## src/rtl/result_writeback_unit_pkg.sv

```systemverilog
// Purpose: shared FSM encodings and BRAM write-mode constants for the result writeback unit.
// Latency: n/a (types and constants only).
// Backpressure: n/a.
package result_writeback_unit_pkg;

    typedef enum logic [1:0] {
        ST_IDLE = 2'd0,
        ST_RUN  = 2'd1,
        ST_DONE = 2'd2
    } wb_state_t;

    localparam logic WRITE_MODE_READ  = 1'b0;
    localparam logic WRITE_MODE_WRITE = 1'b1;

endpackage

```

## src/rtl/result_writeback_unit_fifo.sv

```systemverilog
// Purpose: small synchronous FIFO buffering result words ahead of the BRAM port.
// Latency: a pushed word is visible at o_head the cycle after the push edge.
// Backpressure: o_full blocks pushes, o_empty blocks pops; guarded pushes/pops are dropped.
module wb_sync_fifo
    import result_writeback_unit_pkg::*;
#(
    parameter int DATA_WIDTH = 32,
    parameter int DEPTH_LOG2 = 2
) (
    input  logic                  clk,
    input  logic                  reset_n,
    input  logic                  i_push,
    input  logic [DATA_WIDTH-1:0] i_push_data,
    input  logic                  i_pop,
    output logic [DATA_WIDTH-1:0] o_head,
    output logic                  o_full,
    output logic                  o_empty
);

    localparam int                  DEPTH    = 1 << DEPTH_LOG2;
    localparam logic [DEPTH_LOG2:0] FULL_CNT = (DEPTH_LOG2 + 1)'(DEPTH);

    logic [DATA_WIDTH-1:0] r_mem [DEPTH];
    logic [DEPTH_LOG2-1:0] r_wr_ptr;
    logic [DEPTH_LOG2-1:0] r_rd_ptr;
    logic [DEPTH_LOG2:0]   r_count;
    logic                  w_do_push;
    logic                  w_do_pop;

    assign o_full    = (r_count == FULL_CNT);
    assign o_empty   = (r_count == '0);
    assign w_do_push = i_push && !o_full;
    assign w_do_pop  = i_pop && !o_empty;
    assign o_head    = r_mem[r_rd_ptr];

    // Storage array: data only, pointers alone define validity so no reset is needed.
    always_ff @(posedge clk) begin
        if (w_do_push) begin
            r_mem[r_wr_ptr] <= i_push_data;
        end
    end

    // Pointer and occupancy tracking; simultaneous push and pop leaves the count unchanged.
    always_ff @(posedge clk or negedge reset_n) begin
        if (!reset_n) begin
            r_wr_ptr <= '0;
            r_rd_ptr <= '0;
            r_count  <= '0;
        end else begin
            if (w_do_push) begin
                r_wr_ptr <= r_wr_ptr + 1'b1;
            end
            if (w_do_pop) begin
                r_rd_ptr <= r_rd_ptr + 1'b1;
            end
            case ({w_do_push, w_do_pop})
                2'b10:   r_count <= r_count + 1'b1;
                2'b01:   r_count <= r_count - 1'b1;
                default: r_count <= r_count;
            endcase
        end
    end

endmodule

```

## src/rtl/result_writeback_unit.sv

```systemverilog
// Purpose: accepts a pass of 2**BRAM_DEPTH result words and writes them to BRAM addresses 0..N-1 in order.
// Latency: 2 cycles minimum from accept to the BRAM write strobe; 1 word/cycle sustained.
// Backpressure: res_ready drops when the FIFO is full or the pass quota is reached; bram_stall holds pops.
module result_writeback_unit
    import result_writeback_unit_pkg::*;
#(
    parameter int BRAM_DEPTH      = 2,
    parameter int DATA_WIDTH      = 32,
    parameter int FIFO_DEPTH_LOG2 = 2
) (
    input  logic                  clk,
    input  logic                  reset_n,
    input  logic                  start,
    input  logic                  res_valid,
    input  logic [DATA_WIDTH-1:0] res_data,
    output logic                  res_ready,
    input  logic                  bram_stall,
    output logic                  bram_en,
    output logic                  write_mode,
    output logic [BRAM_DEPTH-1:0] address,
    output logic [DATA_WIDTH-1:0] bram_wdata,
    output logic                  busy,
    output logic                  done
);

    // Counters are one bit wider than the address so a full pass count is representable.
    localparam logic [BRAM_DEPTH:0] WORDS     = (BRAM_DEPTH + 1)'(1 << BRAM_DEPTH);
    localparam logic [BRAM_DEPTH:0] LAST_WORD = (BRAM_DEPTH + 1)'((1 << BRAM_DEPTH) - 1);

    wb_state_t             r_state;
    logic [BRAM_DEPTH:0]   r_acc_cnt;
    logic [BRAM_DEPTH:0]   r_wr_cnt;
    logic                  r_bram_en;
    logic                  r_write_mode;
    logic [BRAM_DEPTH-1:0] r_address;
    logic [DATA_WIDTH-1:0] r_bram_wdata;
    logic                  r_busy;
    logic                  r_done;

    logic                  w_fifo_full;
    logic                  w_fifo_empty;
    logic [DATA_WIDTH-1:0] w_fifo_head;
    logic                  w_push;
    logic                  w_pop;

    // Ready depends on registered state only, never on res_valid.
    assign res_ready = (r_state == ST_RUN) && !w_fifo_full && (r_acc_cnt < WORDS);
    assign w_push    = res_valid && res_ready;
    assign w_pop     = (r_state == ST_RUN) && !w_fifo_empty && !bram_stall;

    assign bram_en    = r_bram_en;
    assign write_mode = r_write_mode;
    assign address    = r_address;
    assign bram_wdata = r_bram_wdata;
    assign busy       = r_busy;
    assign done       = r_done;

    wb_sync_fifo #(
        .DATA_WIDTH (DATA_WIDTH),
        .DEPTH_LOG2 (FIFO_DEPTH_LOG2)
    ) u_fifo (
        .clk         (clk),
        .reset_n     (reset_n),
        .i_push      (w_push),
        .i_push_data (res_data),
        .i_pop       (w_pop),
        .o_head      (w_fifo_head),
        .o_full      (w_fifo_full),
        .o_empty     (w_fifo_empty)
    );

    // Pass FSM, accept/write counters and registered BRAM-side outputs.
    always_ff @(posedge clk or negedge reset_n) begin
        if (!reset_n) begin
            r_state      <= ST_IDLE;
            r_acc_cnt    <= '0;
            r_wr_cnt     <= '0;
            r_bram_en    <= 1'b0;
            r_write_mode <= WRITE_MODE_READ;
            r_address    <= '0;
            r_bram_wdata <= '0;
            r_busy       <= 1'b0;
            r_done       <= 1'b0;
        end else begin
            // Default: no strobe this cycle; address and write data hold their last values.
            r_bram_en    <= 1'b0;
            r_write_mode <= WRITE_MODE_READ;
            if (w_push) begin
                r_acc_cnt <= r_acc_cnt + 1'b1;
            end
            case (r_state)
                ST_IDLE, ST_DONE: begin
                    if (start) begin
                        r_state   <= ST_RUN;
                        r_acc_cnt <= '0;
                        r_wr_cnt  <= '0;
                        r_address <= '0;
                        r_busy    <= 1'b1;
                        r_done    <= 1'b0;
                    end
                end
                ST_RUN: begin
                    // start is deliberately ignored while a pass is running.
                    if (w_pop) begin
                        r_bram_en    <= 1'b1;
                        r_write_mode <= WRITE_MODE_WRITE;
                        r_address    <= r_wr_cnt[BRAM_DEPTH-1:0];
                        r_bram_wdata <= w_fifo_head;
                        r_wr_cnt     <= r_wr_cnt + 1'b1;
                        if (r_wr_cnt == LAST_WORD) begin
                            r_state <= ST_DONE;
                            r_busy  <= 1'b0;
                            r_done  <= 1'b1;
                        end
                    end
                end
                default: begin
                    r_state <= ST_IDLE;
                end
            endcase
        end
    end

endmodule

```

## config.mk

```make
export PLATFORM = sky130hd
export DESIGN_NAME = result_writeback_unit
export DESIGN_NICKNAME = d
export VERILOG_FILES = /design/src/rtl/result_writeback_unit_pkg.sv /design/src/rtl/result_writeback_unit_fifo.sv /design/src/rtl/result_writeback_unit.sv
export SDC_FILE = /design/constraint.sdc
export NUM_CORES = 1
export LEC_CHECK = 0
export ABC_AREA = 1
export BUFFER_PORTS_ARGS = -buffer_cell sky130_fd_sc_hd__clkbuf_2
export CORE_UTILIZATION = 55
export CTS_CLUSTER_SIZE = 12
export DETAILED_ROUTE_END_ITERATION = 6
export HOLD_SLACK_MARGIN = 0.06
export PLACE_DENSITY_LB_ADDON = 0.25
export SETUP_SLACK_MARGIN = 0.5
export SLEW_MARGIN = 5
export SYNTH_ARGS = -nofsm -noshare
export SYNTH_HDL_FRONTEND = slang
export SYNTH_SLANG_ARGS = --single-unit
```

## constraint.sdc

```tcl
create_clock -name clk -period 3.5 [get_ports clk]
set_clock_uncertainty 0.05 [all_clocks]
set_input_delay 0.525 -clock clk [delete_from_list [all_inputs] [get_ports clk]]
set_output_delay 0.525 -clock clk [all_outputs]
set_load 0.02 [all_outputs]
```

==> flow_summary.json, run 1 <==
{
  "cp.depth": 6,
  "grt_start_max_net_pins": 67,
  "drt-total-wl_mm": 13.7,
  "fin_crit_ns": 2.62,
  "path_delay_family": "simple AND/OR/NAND/NOR gates",
  "layout.cells.most_common_list": "nand2_1, nor2_1, edfxtp_1",
  "final_common_cell": "nand2_1",
  "core_um2": 12700,
  "path_buf_inv": 2,
  "dp_cells": 866,
  "clockBufferDepth": 2,
  "period_share_pct": 74.8,
  "holdBufCountCts": 0,
  "cts_tree": "done",
  "drc_errors": 0,
  "dieArea_um2": 13500,
  "dp_hpwl_mm": 8.10,
  "drive_gt1_share_pct": 17.4,
  "ant_nets": 0,
  "pre_cts_slack_ns": 0.894,
  "drt-initial-drc-count": 397,
  "rows": 41,
  "crit_path_top_delay_cell": "nor2_4",
  "numClockSinks": 180,
  "post-cts-setup-buffers": 0,
  "fin_cells": 898,
  "final-max-slew-violation-count": 0,
  "ys_seq_area_share_pct": 71.8,
  "vias": 4553,
  "syn_inst": 638,
  "reg2reg_slack_ns": 0.88,
  "post_drt_wl_per_cell_um": 15.3,
  "via_per_inst": 5.07,
  "r2r-end": "u_fifo.r_mem[1][3]",
  "synth_area_um2": 7160,
  "ctsResizeCount": 0,
  "critPathMaxStageDelay_ns": 0.71,
  "fmax_ghz": 0.382,
  "leakagePower_nw": 3.49,
  "top_layer_used": "met4",
  "drtPass1Iterations": 5,
  "place.port_buffers": 75,
  "critPathArrivalTime_ns": 2.68,
  "ios": 76,
  "cts_made_buffers": 17,
  "routabilityCongestion": 0.742,
  "setup_viol_count_final": 0,
  "syn_avg_cell_area_um2": 11.2,
  "path_common_cell": "nor2_4",
  "status": "finished, final reports clean",
  "wl_met3_um": 776,
  "crit_required_ns": 3.56,
  "nets": 759,
  "path_cells": "inv_1, nand2_4, nor2_4, nand3_1, nor2_4, buf_4",
  "wl_met1_mm": 6.04,
  "wl_met2_mm": 6.68,
  "synth_fp_nets": 684,
  "worstSetupStartpointType": "flip-flop",
  "r2r_cells": 6,
  "grt_pass1_wl_mm": 22.3,
  "antenna_cells": 0,
  "track_usage_pct": 22.6,
  "hold_path.class": "input pin to async pin",
  "hold_viol_final": 0,
  "yosysWarnings": 0,
  "grt.overflow.total": 0,
  "die_h_um": 116,
  "critPathMaxFanout": 18,
  "worst_pin_slew_ns": 0.947,
  "rsz0062_at_grt": "false",
  "slew_headroom_pct": 36.8,
  "critPathKind": "flip-flop to flip-flop",
  "antenna_found_initial": 0,
  "root_buffer": "clkbuf_16",
  "power_density_nw_per_um2": 881,
  "nFillCells": 992,
  "vdd.ir_drop.worst_mv": 0.439,
  "initial_core_util_pct": 56.5,
  "die_width_um": 116,
  "cp-end-kind": "flip-flop",
  "grt_pass1_vias": 4468,
  "r2r-start": "r_state[1]",
  "ctsHtreeMaxLevel": 4,
  "areaGrowthSynthToFinish_pct": 14.8,
  "worst_slack_ns": 0.883,
  "path_clk_slew_ns": 0.06,
  "yosys.cell_types.count": 24,
  "yosys_register_bits": 180,
  "final.setup.tns_ns": 0,
  "clk_latency_ns": 0.43,
  "max_cap_violations": 0
}
## report_power, final
group | switching [mW] | internal, mW | total, mW
registers | 0.211 | 2.81 | 3.02
logic | 1.73 | 0.775 | 2.51
clock network | 0.749 | 0.968 | 1.72
total | 2.70 | 4.56 | 7.25
## how the worst max path moves through the flow
stage | to | startpoint | slack, ns
2_1_floorplan | u_fifo.r_mem[0][0] | r_state[1] | 0.79
3_3_place_gp | u_fifo.r_mem[0][22] | r_state[1] | 0.95
3_5_place_dp | u_fifo.r_mem[0][11] | r_state[1] | 0.89
4_1_cts | u_fifo.r_mem[0][17] | r_state[1] | 0.88
5_1_grt | u_fifo.r_mem[0][17] | r_state[0] | 0.71
6_report | u_fifo.r_mem[1][3] | r_state[1] | 0.88
## cell families (layout without fill, tap and decap cells)
family | Yosys count | in the layout | share of synthesized area (%)
and+or+nand+nor | 316 | 316 | 17.1
DFF | 180 | 180 | 71.8
AOI/OAI and AO/OA | 72 | 72 | 5.03
buffers and inverters | 57 | 145 | 3.84
adders and majority gates | 9 | 9 | 1.68
xor gates and xnor gates | 4 | 4 | 0.489
## worst reg2reg max path: stages, from the launching register on
cell and delay, ns:
dfrtp_1 0.37, inv_1 0.09, nand2_4 0.10, nor2_4 0.11
nand3_1 0.49, nor2_4 0.71, buf_4 0.38
## synth_stat cells
| cell type | count | area [um2] |
|---|---|---|
| dfrtp_1 | 52 | 1300 |
| xor2_1 | 3 | 26.3 |
| or2_2 | 2 | 12.5 |
| nor2_1 | 146 | 548 |
| nand4_1 | 2 | 12.5 |
| nand2_1 | 153 | 574 |
| nand2_2 | 2 | 12.5 |
| buf_6 | 2 | 22.5 |
| a21oi_1 | 2 | 10.0 |
| xnor2_1 | 1 | 8.76 |
| buf_4 | 10 | 75.1 |
| nor2_4 | 1 | 11.3 |
| nand3_1 | 8 | 40.0 |
| ha_1 | 8 | 100 |
| nor2_2 | 1 | 6.26 |
| inv_2 | 2 | 7.51 |
| inv_1 | 24 | 90.1 |
| buf_2 | 7 | 35.0 |
| buf_1 | 4 | 15.0 |
| o21ai_0 | 70 | 350 |
| fa_1 | 1 | 20.0 |
| nand2_4 | 1 | 11.3 |
| clkbuf_1 | 8 | 30.0 |
| edfxtp_1 | 128 | 3840 |
## layer usage
layer	global-route usage [%]	vias up
met5	0	-
met4	10.9	0
met3	5.09	17
met2	36.3	129
met1	29.5	2148
li1	-	2259
## area by class of cell
type                    count  area (um2)  area share [%]
repair buffers             87         465            5.66
clock inverters            11        87.6            1.06
clock buffers              21         440            5.35
multi-input cells         401        1770            21.6
well taps                 172         215            2.62
flip-flops and latches    180        5150            62.6
inverters                  26        97.6            1.19
## state kept, by name (all words and copies together) (netlist names)
register	cells
address	2
bram_wdata	32
busy	1
done	1
r_acc_cnt	3
r_state	2
r_wr_cnt	3
u_fifo.r_count	3
u_fifo.r_mem	128
u_fifo.r_rd_ptr	2
u_fifo.r_wr_ptr	2
write_mode	1
## through the flow
step | instance area [um2] | utilization, % | power [mW] | hold slack (ns)
floorplan | 7160 | - | 4.89 | 0.179
global placement | 7700 | 60.8 | 5.50 | 0.410
detailed placement | 7700 | 60.8 | 5.59 | 0.410
CTS | 8230 | 64.9 | 7.31 | 0.211
global route | 8230 | 64.9 | 7.78 | 0.243
finish | 8230 | 64.9 | 7.25 | 0.188
No activity file was read; power rests on OpenSTA's default activity.
==> inputs of run 2 (changes only) <==
clock period = 2.55 ns   (was 3.5 ns; I/O delays follow)
==> flow_summary.json, run 2 (synthesized netlist as in run 1, its figures left out) <==
{
  "status": "finished, final reports clean",
  "drt-total-wl_mm": 13.1,
  "hold_viol_final": 0,
  "critPathArrivalTime_ns": 2.19,
  "cts_made_buffers": 17,
  "fmax_ghz": 0.516,
  "rows": 41,
  "via_per_inst": 4.98,
  "dieArea_um2": 13500,
  "setup_viol_count_final": 0,
  "hold_path.class": "input pin to flip-flop",
  "fin_crit_ns": 1.94,
  "grt_pass1_wl_mm": 21.2,
  "grt_start_max_net_pins": 67,
  "finish.instance_area_um2": 8280,
  "period_share_pct": 76.1,
  "antenna_found_initial": 0,
  "leakagePower_nw": 3.50,
  "root_buffer": "clkbuf_16",
  "final.setup.tns_ns": 0,
  "post_drt_wl_per_cell_um": 14.6,
  "drtPass1Iterations": 5,
  "dpl_cell_area_um2": 7700,
  "cts_tree": "done",
  "post-cts-setup-buffers": 0,
  "vias": 4475,
  "die_width_um": 116,
  "nets": 759,
  "worst_pin_slew_ns": 0.936,
  "vdd.ir_drop.worst_mv": 0.818,
  "seqCellArea_um2": 5150,
  "path_clk_slew_ns": 0.06,
  "grt_pass1_vias": 4380,
  "die_h_um": 116,
  "antenna_cells": 0,
  "critPathKind": "flip-flop to flip-flop",
  "cp-end-kind": "flip-flop",
  "path_cells": "inv_1, nand2_4, nor2_2, nand2_2, inv_2, ha_1, inv_1, fa_1, a21oi_1, o21ai_0, xor2_1",
  "place.port_buffers": 75,
  "clk_latency_ns": 0.43,
  "drive_gt1_share_pct": 18.3,
  "worstSetupStartpointType": "flip-flop",
  "critPathMaxStageDelay_ns": 0.38,
  "dp_hpwl_mm": 7.33,
  "crit_path_top_delay_cell": "dfrtp_1",
  "clockBufferDepth": 2,
  "areaGrowthSynthToFinish_pct": 15.5,
  "top_register": "u_fifo.r_mem",
  "max_cap_violations": 0,
  "layout.cells.most_common_list": "nand2_1, nor2_1, edfxtp_1",
  "slew_headroom_pct": 37.5,
  "final-max-slew-violation-count": 0,
  "path_buf_inv": 3,
  "multiInputGateArea_um2": 1780,
  "track_usage_pct": 21.6,
  "ctsHtreeMaxLevel": 4,
  "nFillCells": 975,
  "final_common_cell": "nand2_1",
  "largest_register_ffs": 128,
  "power_density_nw_per_um2": 1210,
  "initial_core_util_pct": 56.5,
  "grt.overflow.total": 0,
  "rsz0062_at_grt": "false",
  "path_delay_family": "adder cells",
  "critPathMaxFanout": 9,
  "numClockSinks": 180,
  "crit_required_ns": 2.80,
  "drc_errors": 0,
  "drt-initial-drc-count": 287,
  "routabilityCongestion": 0.757,
  "ios": 76,
  "core_um2": 12700,
  "path_common_cell": "inv_1",
  "ant_nets": 0
}
==> run 2: metal layers <==
| metal | part of all wire [%] | global-route usage (%) |
|---|---|---|
| met4 | 1.7 | 8.89 |
| met2 | 49 | 36.2 |
| met3 | 5.9 | 6.02 |
| met1 | 44 | 26.6 |
| met5 | 0 | 0 |
==> run 2: area by class of cell <==
class	count	area share, %
clock buffers	20	5.40
clock inverters	12	1.30
inverters	26	1.18
multi-input cells	401	21.6
flip-flops and latches	180	62.2
well taps	172	2.60
repair buffers	87	5.80
==> run 2: final timing paths <==
kind / start / end / slack [ns] / cells past startpoint
worst max register to register: r_state[1] / u_fifo.r_count[2] / 0.61 / 11
worst max-delay path: r_state[1] / u_fifo.r_count[2] / 0.61 / 11
min in group asynchronous: reset_n / bram_wdata[10] / 0.59 / 3
worst min register to register: address[0] / address[0] / 0.42 / 2
worst min-delay path: res_data[22] / u_fifo.r_mem[0][22] / 0.12 / 1
max in group asynchronous: reset_n / u_fifo.r_rd_ptr[0] / 1.34 / 3
==> run 2: stage by stage <==
step | instances | setup WS, ns | total power [mW] | hold slack, ns | utilization [%]
finish | 898 | 0.611 | 10.0 | 0.121 | 65.3
global route | 898 | 0.500 | 10.7 | 0.104 | 65.3
CTS | 898 | 0.562 | 10.1 | 0.104 | 65.3
detailed placement | 865 | 0.578 | 7.66 | 0.409 | 60.8
global placement | 865 | 0.638 | 7.54 | 0.405 | 60.8
floorplan | 638 | 0.377 | 6.73 | 0.0369 | -
==> run 2: what timing repair did <==
action,4_1_cts,5_1_grt
hold endpoints to repair,3,0
resized for setup,0,3
endpoints found under the setup margin,0,1
hold buffers,1,0
==> run 2: report_power, final <==
part	internal [mW]	switching, mW
sequential	3.86	0.290
clock	1.37	1.05
combinational	1.08	2.37
total	6.30	3.71
